==> src/rtl/four_bit_seq_divider.sv <==
// Multi-cycle unsigned 4-bit restoring divider built around one 4-bit adder-subtractor.
// Define DIV_SIGNED_EN to add the signed_op port for two's-complement operands.

module four_bit_adder_subtractor (
  input  logic [3:0] a,
  input  logic [3:0] b,
  input  logic       subtract,
  output logic [3:0] result,
  output logic       cout
);
  logic [4:0] sum;

  // Subtraction as a + ~b + 1; cout=1 then means no borrow.
  assign sum    = {1'b0, a} + {1'b0, b ^ {4{subtract}}} + {4'b0000, subtract};
  assign result = sum[3:0];
  assign cout   = sum[4];
endmodule

module four_bit_seq_divider #(
  parameter logic [3:0] DZ_QUOTIENT = 4'hF
) (
  input  logic       clk,
  input  logic       rst_n,
  input  logic       start,
  input  logic [3:0] dividend,
  input  logic [3:0] divisor,
`ifdef DIV_SIGNED_EN
  input  logic       signed_op,
`endif
  output logic       busy,
  output logic       done,
  output logic [3:0] quotient,
  output logic [3:0] remainder,
  output logic       div_by_zero
);
  localparam logic [1:0] StIdle = 2'd0;
  localparam logic [1:0] StRun  = 2'd1;
  localparam logic [1:0] StDone = 2'd2;

  logic [1:0] state_q, state_d;
  logic [3:0] r_q, r_d;
  logic [3:0] q_q, q_d;
  logic [3:0] d_q, d_d;
  logic [1:0] count_q, count_d;
  logic [3:0] quotient_q, quotient_d;
  logic [3:0] remainder_q, remainder_d;
  logic       dz_q, dz_d;

  logic [3:0] shifted;
  logic [3:0] diff;
  logic       no_borrow;
  logic       take;
  logic [3:0] q_next;
  logic [3:0] r_next;
  logic [3:0] dividend_mag;
  logic [3:0] divisor_mag;

`ifdef DIV_SIGNED_EN
  logic qneg_q, qneg_d;
  logic rneg_q, rneg_d;
`endif

  four_bit_adder_subtractor u_addsub (
    .a        (shifted),
    .b        (d_q),
    .subtract (1'b1),
    .result   (diff),
    .cout     (no_borrow)
  );

  // r_q[3] is the bit shifted out of the 5-bit partial remainder {R, Q[3]}.
  assign shifted = {r_q[2:0], q_q[3]};
  assign take    = r_q[3] | no_borrow;
  assign q_next  = {q_q[2:0], take};
  assign r_next  = take ? diff : shifted;

`ifdef DIV_SIGNED_EN
  assign dividend_mag = (signed_op && dividend[3]) ? 4'd0 - dividend : dividend;
  assign divisor_mag  = (signed_op && divisor[3])  ? 4'd0 - divisor  : divisor;
`else
  assign dividend_mag = dividend;
  assign divisor_mag  = divisor;
`endif

  always_comb begin
    state_d     = state_q;
    r_d         = r_q;
    q_d         = q_q;
    d_d         = d_q;
    count_d     = count_q;
    quotient_d  = quotient_q;
    remainder_d = remainder_q;
    dz_d        = dz_q;
`ifdef DIV_SIGNED_EN
    qneg_d      = qneg_q;
    rneg_d      = rneg_q;
`endif
    case (state_q)
      StIdle: begin
        if (start) begin
          if (divisor != 4'd0) begin
            d_d     = divisor_mag;
            q_d     = dividend_mag;
            r_d     = 4'd0;
            count_d = 2'd3;
            dz_d    = 1'b0;
`ifdef DIV_SIGNED_EN
            qneg_d  = signed_op & (dividend[3] ^ divisor[3]);
            rneg_d  = signed_op & dividend[3];
`endif
            state_d = StRun;
          end else begin
            quotient_d  = DZ_QUOTIENT;
            remainder_d = dividend;
            dz_d        = 1'b1;
            state_d     = StDone;
          end
        end
      end
      StRun: begin
        r_d     = r_next;
        q_d     = q_next;
        count_d = count_q - 2'd1;
        if (count_q == 2'd0) begin
          state_d = StDone;
`ifdef DIV_SIGNED_EN
          quotient_d  = qneg_q ? 4'd0 - q_next : q_next;
          remainder_d = rneg_q ? 4'd0 - r_next : r_next;
`else
          quotient_d  = q_next;
          remainder_d = r_next;
`endif
        end
      end
      StDone:  state_d = StIdle;
      default: state_d = StIdle;
    endcase
  end

  always_ff @(posedge clk) begin
    if (!rst_n) begin
      state_q     <= StIdle;
      r_q         <= 4'd0;
      q_q         <= 4'd0;
      d_q         <= 4'd0;
      count_q     <= 2'd0;
      quotient_q  <= 4'd0;
      remainder_q <= 4'd0;
      dz_q        <= 1'b0;
`ifdef DIV_SIGNED_EN
      qneg_q      <= 1'b0;
      rneg_q      <= 1'b0;
`endif
    end else begin
      state_q     <= state_d;
      r_q         <= r_d;
      q_q         <= q_d;
      d_q         <= d_d;
      count_q     <= count_d;
      quotient_q  <= quotient_d;
      remainder_q <= remainder_d;
      dz_q        <= dz_d;
`ifdef DIV_SIGNED_EN
      qneg_q      <= qneg_d;
      rneg_q      <= rneg_d;
`endif
    end
  end

  assign busy        = (state_q != StIdle);
  assign done        = (state_q == StDone);
  assign quotient    = quotient_q;
  assign remainder   = remainder_q;
  assign div_by_zero = dz_q;
endmodule
==> config.mk <==
export PLATFORM = sky130hd
export DESIGN_NAME = four_bit_seq_divider
export DESIGN_NICKNAME = d
export VERILOG_FILES = /design/src/rtl/four_bit_seq_divider.sv
export SDC_FILE = /design/constraint.sdc
export NUM_CORES = 1
export LEC_CHECK = 0
export ABC_AREA = 1
export BUFFER_PORTS_ARGS = -buffer_cell sky130_fd_sc_hd__buf_2
export CAP_MARGIN = 20
export CORE_MARGIN = 4
export CORE_UTILIZATION = 40
export DETAILED_ROUTE_END_ITERATION = 6
export SLEW_MARGIN = 20
export SYNTH_ARGS = -nofsm -noshare
export SYNTH_HDL_FRONTEND = slang
export SYNTH_SLANG_ARGS = --single-unit
==> constraint.sdc <==
create_clock -name clk -period 1.6 [get_ports clk]
set_input_delay 0.32 -clock clk [delete_from_list [all_inputs] [get_ports clk]]
set_output_delay 0.32 -clock clk [all_outputs]
set_load 0.01 [all_outputs]
# Word-level counts from Yosys, hierarchy flattened
# Index checks and enable logic that the tools add are counted.
# op_classes
n_addsub	3
eq_ne	6
muxes	23
bitwise	2
reduce_logical	10
# op_table
op	count
two-way mux 4 bit	11
case mux 4 bit (2 select lines)	4
two-way mux 2 bit	5
inequality test 2 bit, second input constant	4
case mux 2 bit (2 select lines)	2
AND reduction 3 bit	2
adder 4 x 4 -> 5 bit	1
adder 5 x 1 -> 5 bit, second input constant	1
zero test 2 bit	2
NOT 4 bit	1
AND reduction 2 bit	2
AND reduction 4 bit	1
nonzero test 2 bit	2
nonzero test 4 bit	1
equality test 2 x 1 -> 1 bit, second input constant	1
equality test 2 bit, second input constant	1
subtractor 2 x 1 -> 2 bit, second input constant	1
two-way mux 1 bit	1
bitwise OR 1 bit	1
# word_totals
regBits	25
out_inout_bits	11

# Longest topological paths before layout
# logic_depth
word_depth	7
ltp_mapped	12
depth_no_buf	12

# Hierarchy
# From an unflattened synthesis, not the netlist that was laid out.
# unflattened
cells_unflattened	191
hier_area_um2	1302.5
# by_module_without_submodules
mod	instances	cells_each	area_per_inst_um2	seq_area_each_um2
four_bit_seq_divider	1	167	1132.3	500.5
four_bit_adder_subtractor	1	24	170.2	0.0

# Worst setup path after synthesis
# Ideal clock, no wire load.
# synth_path
path_kind	flip-flop to flip-flop
from	reg q_q[3]
to	reg r_q[1]
setup_time_ns	0.115
arrival_ns	1.572
required_time_ns	1.485
setup_slack_ns	-0.087
stages_incl_launch_ff	13
path_buffers	0
synth_period_minus_slack_ns	1.687
cell_sequence	dfxtp_1 -> inv_1 -> ha_1 -> inv_1 -> fa_1 -> nand2_1 -> nand2_1 -> nand2_1 -> nand2_1 -> nand3_1 -> nand2_1 -> o21ai_0 -> inv_1
# synth_via
elab_chain_cells	5
# synth_lines
element	line	text
from (decl)	42	logic [3:0] q_q, q_d;
from (signal assigned)	157	q_q <= q_d;
adder 4 x 4 -> 5 bit *	14	assign sum = {1'b0, a} + {1'b0, b ^ {4{subtract}}} + {4'b0000, subtract};
adder 5 x 1 -> 5 bit *	14	
bitwise OR 1 bit	73	assign take = r_q[3] | no_borrow;
two-way mux 4 bit *	75	assign r_next = take ? diff : shifted;
case mux 4 bit (2 select lines) *	98	case (state_q)
to (signal assigned)	156	r_q <= r_d;
to (decl)	41	logic [3:0] r_q, r_d;
# Mark *: on every way between the ends. The rest lies on a longest branch, timed or not.
# A chain may end at the register's enable or synchronous reset.

# Worst setup path in the final report
# layout_path
from	reg q_q[3]
to	reg remainder_q[0] (netlist: remainder[0])
# layout_via
elab_chain_cells	6
# layout_lines
element	line	text
adder 4 x 4 -> 5 bit	14	
adder 5 x 1 -> 5 bit	14	
bitwise OR 1 bit	73	
two-way mux 4 bit *	75	
two-way mux 4 bit *	124	if (count_q == 2'd0) begin
case mux 4 bit (2 select lines) *	98	
to (signal assigned)	161	remainder_q <= remainder_d;
to (decl)	46	logic [3:0] remainder_q, remainder_d;
# Mark *: on every way between the ends. The rest lies on a longest branch, timed or not. The select of a mux whose other input is x is not followed.

==> results.sh <==
export IMPL_hold_path_depth=3
export IMPL_relSlewSlack_pct=76.2
export IMPL_grt_start_max_net_pins=17
export IMPL_numCtsBuffers=3
export IMPL_synth_area_um2=1300
export IMPL_synthTopCellsByArea="dfxtp_1 39%, nand2_1 9.0%, inv_1 8.4%, nor2_1 7.8%, o21ai_0 5.0%"
export IMPL_layout_common_cells="28 x nand2_1, 27 x inv_1, 25 x nor2_1"
export IMPL_io_buffers=21
export IMPL_synth_seq_cells=25
export IMPL_gp_congestion=0.915
export IMPL_path_max_fanout=5
export IMPL_period_share_pct=105
export IMPL_worst_setup_path_start_kind="register"
export IMPL_final_nets=232
export IMPL_drive_gt1_share_pct=27.6
export IMPL_setup_tns_ns=-0.361
export IMPL_drc=0
export IMPL_start_util_pct=42.2
export IMPL_clkSinkCount=25
export IMPL_antenna_found_initial=0
export IMPL_io_pins=22
export IMPL_grt_use_total_pct=16.1
export IMPL_dieArea_um2=4220
export IMPL_rsz0062_at_grt="yes"
export IMPL_final_common_cell="nand2_1"
export IMPL_worstSetupEndpointType="register"
export IMPL_grt_pass1_vias=1156
export IMPL_synth_top_cell_by_area="dfxtp_1"
export IMPL_p_leak_nw=0.820
export IMPL_cts_htree_levels=1
export IMPL_postRouteAntennaNets=0
export IMPL_netlist_instances=182
export IMPL_synth_fp_nets=199
export IMPL_status="finished, violations left"
export IMPL_overflow=0
export IMPL_clk_pin_slew_ns=0.14
export IMPL_syn_to_final_growth_pct=22.2
export IMPL_worst_pin_slew_ns=0.356
export IMPL_hold_path_class="input pin to register"
export IMPL_die_y_um=65.0
export IMPL_rr_worst_depth=12
export IMPL_wire_per_inst_um=12.0
export IMPL_maxCapViolations=0
export IMPL_vias=1244
export IMPL_fin_crit_ns=1.67
export IMPL_final_max_slew_viol_count=0
export IMPL_cts_root_buffer="clkbuf_4"
export IMPL_cp_required_ns=1.84
export IMPL_yosysSeqAreaShare_pct=38.5
export IMPL_placeableCoreArea_um2=3080
export IMPL_firstDrtPassIters=4
export IMPL_die_w_um=65.0
export IMPL_finish_utilization_pct=51.5
export IMPL_drtIter0Drc=39
export IMPL_synth_cell_type_count=25
export IMPL_tritoncts="yes"
export IMPL_p_per_area_nw_per_um2=924
export IMPL_dpl_hpwl_um=2410
export IMPL_viasPerCell=4.82
export IMPL_violations="setup timing"
export IMPL_ys_warn_count=0
export IMPL_synth_top_area_share_pct=38.5
export IMPL_path_class="register to register"
export IMPL_max_freq_mhz=597
export IMPL_diodes=0
export IMPL_setup_slack_ns=-0.0737
export IMPL_finalHoldViolCount=0
export IMPL_finalSetupViolations=9
export IMPL_fin_skew_ns=0.00218
export IMPL_std_cell_rows=20
export IMPL_avgSynthCellArea_um2=7.14
export IMPL_routed_wl_um=3090
export IMPL_arrival_ns=1.92
export IMPL_grt_first_pass_wirelength_um=5290
export IMPL_clk_latency_ns=0.33
export IMPL_clockBufferDepth=2
export IMPL_ir_drop_v=0.000550
[report_power, final]
part | total (mW) | internal (mW) | switching (mW)
clock | 0.301 | 0.0958 | 0.205
sequential | 0.715 | 0.681 | 0.0341
combinational | 0.451 | 0.189 | 0.262
[logic make-up after synthesis]
kind of cell,synth area share (%)
buf+inv,12.4
compound gates,12.3
fa+ha+maj,6.36
flops,38.5
xor+xnor,0.674
simple gates,29.7
[worst paths after layout]
kind,start,end,slack (ns)
setup / recovery,q_q[3]$_SDFFE_PN0P_,remainder[0]$_SDFFE_PN0P_,-0.07
setup reg to reg,q_q[3]$_SDFFE_PN0P_,remainder[0]$_SDFFE_PN0P_,-0.07
hold / removal,divisor[0],d_q[0]$_SDFFE_PN0P_,0.25
hold reg to reg,quotient[2]$_SDFFE_PN0P_,quotient[2]$_SDFFE_PN0P_,0.49
[critical path: stages, from the launching register on]
cell	delay, ns
dfxtp_2	0.35
inv_2	0.06
ha_4	0.12
inv_2	0.04
fa_2	0.34
nand2_1	0.06
nand2_1	0.06
nand2_2	0.13
nand2_4	0.08
nand3b_1	0.12
nand2_1	0.06
nor2_1	0.11
nor2_1	0.05
[repair_timing]
action                     4_1_cts  5_1_grt
pin swaps                        9       13
gates cloned                     0        0
setup endpoints to repair       10       10
hold buffers                     0        0
setup buffers                    1        0
resized for setup               16        2
[synth_stat cells]
master / instances
nand3_1: 12
inv_1: 29
nor2_4: 2
xor2_1: 1
o21ai_0: 13
o211ai_1: 2
nor2_1: 27
clkbuf_1: 1
fa_1: 1
nand2_2: 1
dfxtp_1: 25
o21ai_1: 4
buf_6: 3
a31oi_1: 1
nand3_2: 1
ha_1: 5
nand2_1: 31
nand2_4: 2
inv_2: 3
clkinv_1: 1
o21ai_2: 1
nor3b_1: 1
a21oi_1: 9
nand4_1: 5
nand3b_1: 1
[registers in the layout, indices dropped and copies added, names as in the netlist]
register / flops
quotient: 4
remainder: 4
q_q: 4
div_by_zero: 1
d_q: 4
count_q: 2
state_q: 2
r_q: 4
[stage by stage]
stage	hold slack [ns]	setup slack, ns	area (um^2)	power (mW)	std cells
after floorplan	0.433	0.0295	1310	0.998	182
after global placement	0.456	-0.0356	1500	1.14	253
after detailed placement	0.456	-0.108	1500	1.14	253
after CTS	0.250	-0.0886	1580	1.47	258
after global routing	0.251	-0.158	1590	1.57	258
final	0.249	-0.0737	1590	1.47	258
[layer usage]
layer,up-vias,track usage [%],share of wire [%]
li1,642,-,-
met1,576,22.4,52
met2,22,25.2,43
met3,4,2.77,3.5
met4,0,4.75,1.0
met5,-,0,0
[cell type report]
cell class,instances,area [um^2]
Multi-Input combinational cell,120,679
Fill cell,345,1490
Inverter,33,124
Tap cell,44,55.1
Clock inverter,1,7.51
Sequential cell,25,503
Clock buffer,3,22.5
Timing Repair Buffer,32,195
(Power assumes the default switching activity.)
